[config.mk]
export PLATFORM = sky130hd
export DESIGN_NAME = alu_req_arbiter
export DESIGN_NICKNAME = d
export VERILOG_FILES = /design/src/rtl/alu_pkg.sv /design/src/rtl/rr_arb2.sv /design/src/rtl/alu_req_arbiter.sv
export SDC_FILE = /design/constraint.sdc
export NUM_CORES = 1
export LEC_CHECK = 0
export ABC_AREA = 1
export CAP_MARGIN = 10
export CORE_MARGIN = 2
export CORE_UTILIZATION = 30
export CTS_BUF_LIST = sky130_fd_sc_hd__clkbuf_2 sky130_fd_sc_hd__clkbuf_4 sky130_fd_sc_hd__clkbuf_8
export CTS_CLUSTER_SIZE = 20
export DETAILED_ROUTE_END_ITERATION = 16
export PLACE_DENSITY = 0.66
export SLEW_MARGIN = 20
export SYNTH_ARGS = -nofsm -noshare
export SYNTH_HDL_FRONTEND = slang
export SYNTH_SLANG_ARGS = --single-unit
[constraint.sdc]
create_clock -name clk -period 4.2 [get_ports clk]
set_input_delay 0.63 -clock clk [delete_from_list [all_inputs] [get_ports clk]]
set_output_delay 0.63 -clock clk [all_outputs]
set_load 0.05 [all_outputs]
[src/rtl/alu_pkg.sv]
// rtl/alu_pkg.sv - shared opcodes, FSM encoding and width for the ALU request arbiter
package alu_pkg;

  localparam int W = 32;

  localparam logic [2:0] OP_AND = 3'b000;
  localparam logic [2:0] OP_OR  = 3'b001;
  localparam logic [2:0] OP_ADD = 3'b010;
  localparam logic [2:0] OP_SUB = 3'b011;
  localparam logic [2:0] OP_SLT = 3'b100;
  localparam logic [2:0] OP_DIV = 3'b101;
  localparam logic [2:0] OP_NOP = 3'b110;
  localparam logic [2:0] OP_MUL = 3'b111;

  typedef enum logic [1:0] {
    ST_IDLE = 2'd0,
    ST_EXEC = 2'd1,
    ST_RESP = 2'd2
  } state_t;

  // DIV and MUL are the only opcodes that need the multi-cycle wait
  function automatic logic is_muldiv(input logic [2:0] op);
    return (op == OP_DIV) || (op == OP_MUL);
  endfunction

endpackage

[src/rtl/rr_arb2.sv]
// rtl/rr_arb2.sv - two-way round-robin arbiter with a one-bit priority pointer
module rr_arb2 (
  input  logic       clk,
  input  logic       rst_n,
  input  logic [1:0] req,
  input  logic       advance,
  output logic [1:0] grant
);

  // ptr == 0: requester 0 wins a tie; ptr == 1: requester 1 wins a tie
  logic ptr;

  // lone requester always wins; on a tie the pointer decides
  always_comb begin
    grant = 2'b00;
    case (req)
      2'b01:   grant = 2'b01;
      2'b10:   grant = 2'b10;
      2'b11:   grant = ptr ? 2'b10 : 2'b01;
      default: grant = 2'b00;
    endcase
  end

  // after a grant the pointer favours the requester that lost
  always_ff @(posedge clk) begin
    if (!rst_n) begin
      ptr <= 1'b0;
    end else if (advance && (grant != 2'b00)) begin
      ptr <= grant[0];
    end
  end

endmodule

[src/rtl/alu_req_arbiter.sv]
// rtl/alu_req_arbiter.sv - shares one ALU between two requesters; optional macro ALU_DIVZERO_CHECK_EN
module alu_req_arbiter
  import alu_pkg::*;
#(
  parameter int MULDIV_LAT = 4,
  parameter int W          = alu_pkg::W
) (
  input  logic         clk,
  input  logic         rst_n,
  input  logic [1:0]   req_valid,
  output logic [1:0]   req_ready,
  input  logic [2*W-1:0] req_op1,
  input  logic [2*W-1:0] req_op2,
  input  logic [5:0]   req_op,
  output logic [W-1:0] alu_op1,
  output logic [W-1:0] alu_op2,
  output logic [2:0]   alu_op,
  input  logic [W-1:0] alu_ops,
  input  logic         alu_zf,
  output logic         rsp_valid,
  input  logic         rsp_ready,
  output logic         rsp_id,
  output logic [W-1:0] rsp_data,
  output logic         rsp_zf,
  output logic         rsp_err
);

  state_t       state, state_nxt;
  logic [1:0]   grant;
  logic         advance;

  logic         win_id;
  logic [W-1:0] win_op1, win_op2;
  logic [2:0]   win_op;
  logic         win_dz;

  logic [W-1:0] lat_op1, lat_op2;
  logic [2:0]   lat_op;
  logic         lat_id;
  logic         lat_dz;
  logic [3:0]   cnt;
  logic         exec_done;

  rr_arb2 u_arb (
    .clk     (clk),
    .rst_n   (rst_n),
    .req     (req_valid),
    .advance (advance),
    .grant   (grant)
  );

  assign win_id  = grant[1];
  assign win_op1 = win_id ? req_op1[2*W-1:W] : req_op1[W-1:0];
  assign win_op2 = win_id ? req_op2[2*W-1:W] : req_op2[W-1:0];
  assign win_op  = win_id ? req_op[5:3]      : req_op[2:0];

`ifdef ALU_DIVZERO_CHECK_EN
  // divide-by-zero is answered locally instead of waiting on the ALU
  assign win_dz = (win_op == OP_DIV) && (win_op2 == '0);
  assign lat_dz = (lat_op == OP_DIV) && (lat_op2 == '0);
`else
  assign win_dz = 1'b0;
  assign lat_dz = 1'b0;
`endif

  // the ALU sees only the latched operands, so it is stable through EXEC
  assign alu_op1   = lat_op1;
  assign alu_op2   = lat_op2;
  assign alu_op    = lat_op;
  assign exec_done = (state == ST_EXEC) && (cnt == 4'd0);

  // state register
  always_ff @(posedge clk) begin
    if (!rst_n) begin
      state <= ST_IDLE;
    end else begin
      state <= state_nxt;
    end
  end

  // next-state logic; request grants are only offered while idle
  always_comb begin
    state_nxt = state;
    req_ready = 2'b00;
    advance   = 1'b0;
    case (state)
      ST_IDLE: begin
        req_ready = grant;
        if (req_valid != 2'b00) begin
          advance   = 1'b1;
          state_nxt = ST_EXEC;
        end
      end
      ST_EXEC: begin
        if (cnt == 4'd0) begin
          state_nxt = ST_RESP;
        end
      end
      ST_RESP: begin
        if (rsp_ready) begin
          state_nxt = ST_IDLE;
        end
      end
      default: state_nxt = ST_IDLE;
    endcase
  end

  // operand latch, latency counter and response registers
  always_ff @(posedge clk) begin
    if (!rst_n) begin
      lat_op1   <= '0;
      lat_op2   <= '0;
      lat_op    <= 3'b000;
      lat_id    <= 1'b0;
      cnt       <= 4'd0;
      rsp_valid <= 1'b0;
      rsp_id    <= 1'b0;
      rsp_data  <= '0;
      rsp_zf    <= 1'b0;
      rsp_err   <= 1'b0;
    end else begin
      if (advance) begin
        lat_op1 <= win_op1;
        lat_op2 <= win_op2;
        lat_op  <= win_op;
        lat_id  <= win_id;
        cnt     <= (is_muldiv(win_op) && !win_dz) ? 4'(MULDIV_LAT - 1) : 4'd0;
      end else if ((state == ST_EXEC) && (cnt != 4'd0)) begin
        cnt <= cnt - 4'd1;
      end

      if (exec_done) begin
        rsp_valid <= 1'b1;
        rsp_id    <= lat_id;
        if (lat_dz) begin
          rsp_data <= '1;
          rsp_zf   <= 1'b0;
          rsp_err  <= 1'b1;
        end else if (lat_op == OP_NOP) begin
          rsp_data <= '0;
          rsp_zf   <= 1'b1;
          rsp_err  <= 1'b0;
        end else begin
          rsp_data <= alu_ops;
          rsp_zf   <= alu_zf;
          rsp_err  <= 1'b0;
        end
      end else if ((state == ST_RESP) && rsp_ready) begin
        rsp_valid <= 1'b0;
      end
    end
  end

endmodule

Word level (Yosys, flattened, before mapping) --
Index checks and enable logic that the tools add are counted.
Word-level totals: register bits 110, word-level logic and storage cells 55
Cells by class: reductions and logical operators 13, multiplexer cells 19, add/subtract/negate cells 1, equality and inequality tests 11
Operator list (number):
- $mux W32 | 3
- $mux W2 | 6
- $pmux W2 S3 | 2
- $eq A3 B3 Y1 const B | 3
- $mux W4 | 2
- $reduce_bool A2 Y1 | 4
- $eq A2 B2 Y1 const B | 3
- $ne A2 B2 Y1 const B | 3
- $mux W1 | 5
- $eq A2 B1 Y1 const B | 2
- $logic_and A1 B1 Y1 | 4
- $logic_not A4 Y1 | 1
- $reduce_bool A4 Y1 | 1
- $sub A4 B1 Y4 const B | 1
- $mux W3 | 1
- $reduce_and A3 Y1 | 1
- $logic_not A2 Y1 | 1
- $logic_or A1 B1 Y1 | 1

Logic depth before layout (Yosys ltp) --
word-level depth 7, gate-level depth with buffers 8, mapped depth without buffers 8

Cells and area by module --
A second synthesis with hierarchy kept.
Unflattened totals: cell total of the unflattened synthesis 729, area total of the unflattened synthesis 4923.5 um^2
Modules (own cells, without submodules):
- alu_req_arbiter | sequential area each 2182.1 um^2, instances 1, area each 4859.7 um^2, cells an instance 720
- rr_arb2 | sequential area each 20.0 um^2, instances 1, area each 63.8 um^2, cells an instance 9

Worst setup path after synthesis --
Ideal clock, no wire load.
kind input to output, start input req_valid[0], end output req_ready[1], setup slack 1995 ps, stages on the path 4, arrival time 1575 ps, required time 3570 ps, cells stage by stage inv_2 o21ai_2 buf_2 nor2_1
On the way: longest elaborated chain between the ends 3, elaborated cells between the ends (all ways) 5
Ends and longest elaborated chain:
- from (decl) | line alu_req_arbiter.sv:10 | input logic [1:0] req_valid,
- $eq A2 B2 Y1 / $eq A2 B1 Y1 (equally long branches) | line rr_arb2.sv:16 | case (req)
- $pmux W2 S3 (*) | line rr_arb2.sv:16
- $mux W2 (*) | line alu_req_arbiter.sv:86 | case (state)
- to (decl) | line alu_req_arbiter.sv:11 | output logic [1:0] req_ready,
Every way passes the cells marked *; elsewhere a longest branch is shown, timed or not.

Final worst setup path --
start input req_valid[1], end output req_ready[0]
Same word-level chain as after synthesis.

==> metrics.txt <==
final WL 16300 um; reg2reg start cnt[0]; WP buf/inv 2; DP Area 7690 sq um; Critical Path Max Stage Delay 0.85 ns; CP startpoint kind input pin; post-CTS sizing 0; die area 17100 sq um; Fin. Hold Viols 0; critical path endpoint category output port; CTS tree done; Mapped Area 4820 sq um; Critical Path Stages 5; postcts setup bufs 0; clock sinks 110; Hold Buf Count CTS 0; Least-Margin Pin Slew 1.05 ns; chip width 131 um; GRT Overall Usage 0.183; grt total ovfl 0; ANT cells 0; layout cell share with drive strength beyond 1 0.0361; drt pass-1 iters 5; antenna violations before repair 1; area leader, netlist dfxtp_1; vias in the first global route 4940; Row Count 46; RSZ-0062 raised after global routing no; Avg Cell Area, Syn 6.67 sq um; Worst Hold Endpoint alu_op2[19]; Mapped Cells 722; peak supply drop 0.254 mV; power density over the cells 439 nW/um^2; Non-Filler Instances 1186; Placer Congestion 0.769; first-pass GRT wire length 24600 um; Total Power 3.48 mW; Hold Crit Class flip-flop to flip-flop; port buffer count 275; Final TNS setup 0 ns; Finished Cell Area 7920 sq um; cell depth of the worst flop-to-flop path 8; final hold slack 0.468 ns; period utilization 0.702; RR Endpoint rsp_id; Crit path required time 3.57 ns; post-detailed-route wirelength per cell 13.7 um; I/O pin cnt 277; Lkg Pwr 3.19 nW; final-stage net count 1138; Die Span Y 131 um; core area 15800 sq um; Final Max Slew Viols 0; Final Worst Setup Slack 1.25 ns; Max clock buf depth 2; sequential area share after synthesis 0.457; critical path class input pin to output port; Via-to-Cell Ratio 4.41; residual DRC count 0; clk_lat worst skew 0.39 ns; CP arrival 2.32 ns; Final Skew 0.0144 ns; Peak Freq 339 MHz; Largest delay share family, worst path buffers and inverters; slowest cell on the critical path clkdlybuf4s50_1; Detail Route Antenna Nets 0; final core occ 0.502; Slew HR 0.296; hold path depth 2; Unique masters post-synth 21; First DRT Iteration DRCs 234; flop2flop setup slack 1.91 ns; CTS root buf clkbuf_8; vias 5228; top cell type's share of synthesized area 0.457; P&R area growth vs syn 64.4%; Initial Util 0.305; worst-path cell chain clkdlybuf4s50_1 > nand2_1 > nand2_1 > nor2_1 > clkdlybuf4s50_1; largest cells by area after synthesis dfxtp_1 (46%), nand2_1 (29%), a21oi_1 (10%); dpl cells 1170; hold_sp alu_op2[19]; status completed; number of synthesized register bits 110; yosys synthesis warning count 0; final setup violation count 0; max_cap viols 0; DP HPWL 11400 um; critical path peak fanout 3; Num CTS Buffers 9; Net Count, Synth 895; largest net degree at the start of global routing 74; pre-CTS WS 1.24 ns; clk slew on worst S/H paths 0.09 ns; Period minus WS final 2.95 ns; H-tree depth 3
how the worst max path moves through the flow:
stage                 start            to  slack, ns
2_1_floorplan  req_valid[0]  req_ready[1]       1.99
3_3_place_gp   req_valid[0]  req_ready[0]       1.24
3_5_place_dp   req_valid[1]  req_ready[0]       1.24
4_1_cts        req_valid[1]  req_ready[0]       1.24
5_1_grt        req_valid[0]  req_ready[0]       1.18
6_report       req_valid[1]  req_ready[0]       1.25
worst reg2reg max path, stage by stage (launching register included):
cell and delay (ns):
dfxtp_1 0.33, inv_1 0.09, ha_1 0.18, nand3_1 0.16, nor3_4 0.48, buf_4 0.39
inv_2 0.33, nor2_1 0.20, nor2_1 0.06
cell families (layout without fill, tap and decap cells):
logic type | Yosys count | in the layout | synth area share
AOI/OAI and AO/OA | 115 | 115 | 0.122
adders and majority gates | 1 | 1 | 0.00260
buffers and inverters | 66 | 314 | 0.0675
DFF | 110 | 110 | 0.457
other | 1 | 1 | 0.000778
and+or+nand+nor | 429 | 429 | 0.350
cell type report:
class | instances | area (sq um)
inverter | 17 | 63.8
fill | 1623 | 7850
clock inverter | 6 | 93.8
clock buffer | 10 | 138
multi-input combinational | 546 | 2320
tap | 216 | 270
sequential | 110 | 2200
timing repair buffer | 281 | 2840
registers in the layout, summed over array words and instances, names as in the netlist, 2 cells and up:
signal    flops
alu_op1      32
alu_op2      32
cnt           4
rsp_data     32
state         2
alu_op        3
synthesized netlist by cell type:
master,number
o21a_1,1
a21oi_1,100
o21ai_2,1
nor3b_1,1
buf_4,10
conb_1,1
a21oi_2,2
clkbuf_1,17
nand3_1,41
dfxtp_1,110
buf_2,20
o21ai_0,5
ha_1,1
o21ai_1,6
nor3_1,5
inv_2,8
nor2_1,11
nand2_1,370
nor3_4,1
buf_6,2
inv_1,9
power by group:
| group | total (mW) | switching, mW | internal, mW |
|---|---|---|---|
| clock | 0.735 | 0.378 | 0.357 |
| sequential | 1.26 | 0.0749 | 1.19 |
| combinational | 1.48 | 0.955 | 0.528 |
placed cells by master, fill, tap and decap left out, types with 2 or more instances in the layout:
cell	instances
clkinv_4	2
inv_2	8
clkdlybuf4s50_1	275
dfxtp_1	110
nand2_1	370
o21ai_1	6
clkbuf_8	10
buf_4	3
inv_1	9
nor3_1	5
a21oi_1	100
nor2_1	11
a21oi_4	2
bufinv_16	2
buf_12	3
o21ai_0	5
nand3_1	40
layer usage:
layer,part of all wire,vias up,GRT usage,wire (um)
li1,-,2764,-,-
met1,0.45,2275,0.231,7310
met2,0.45,169,0.298,7340
met3,0.080,20,0.0578,1310
met4,0.019,0,0.0588,315
met5,0,-,0,0
Note: power is estimated with default switching activity, not from simulation.
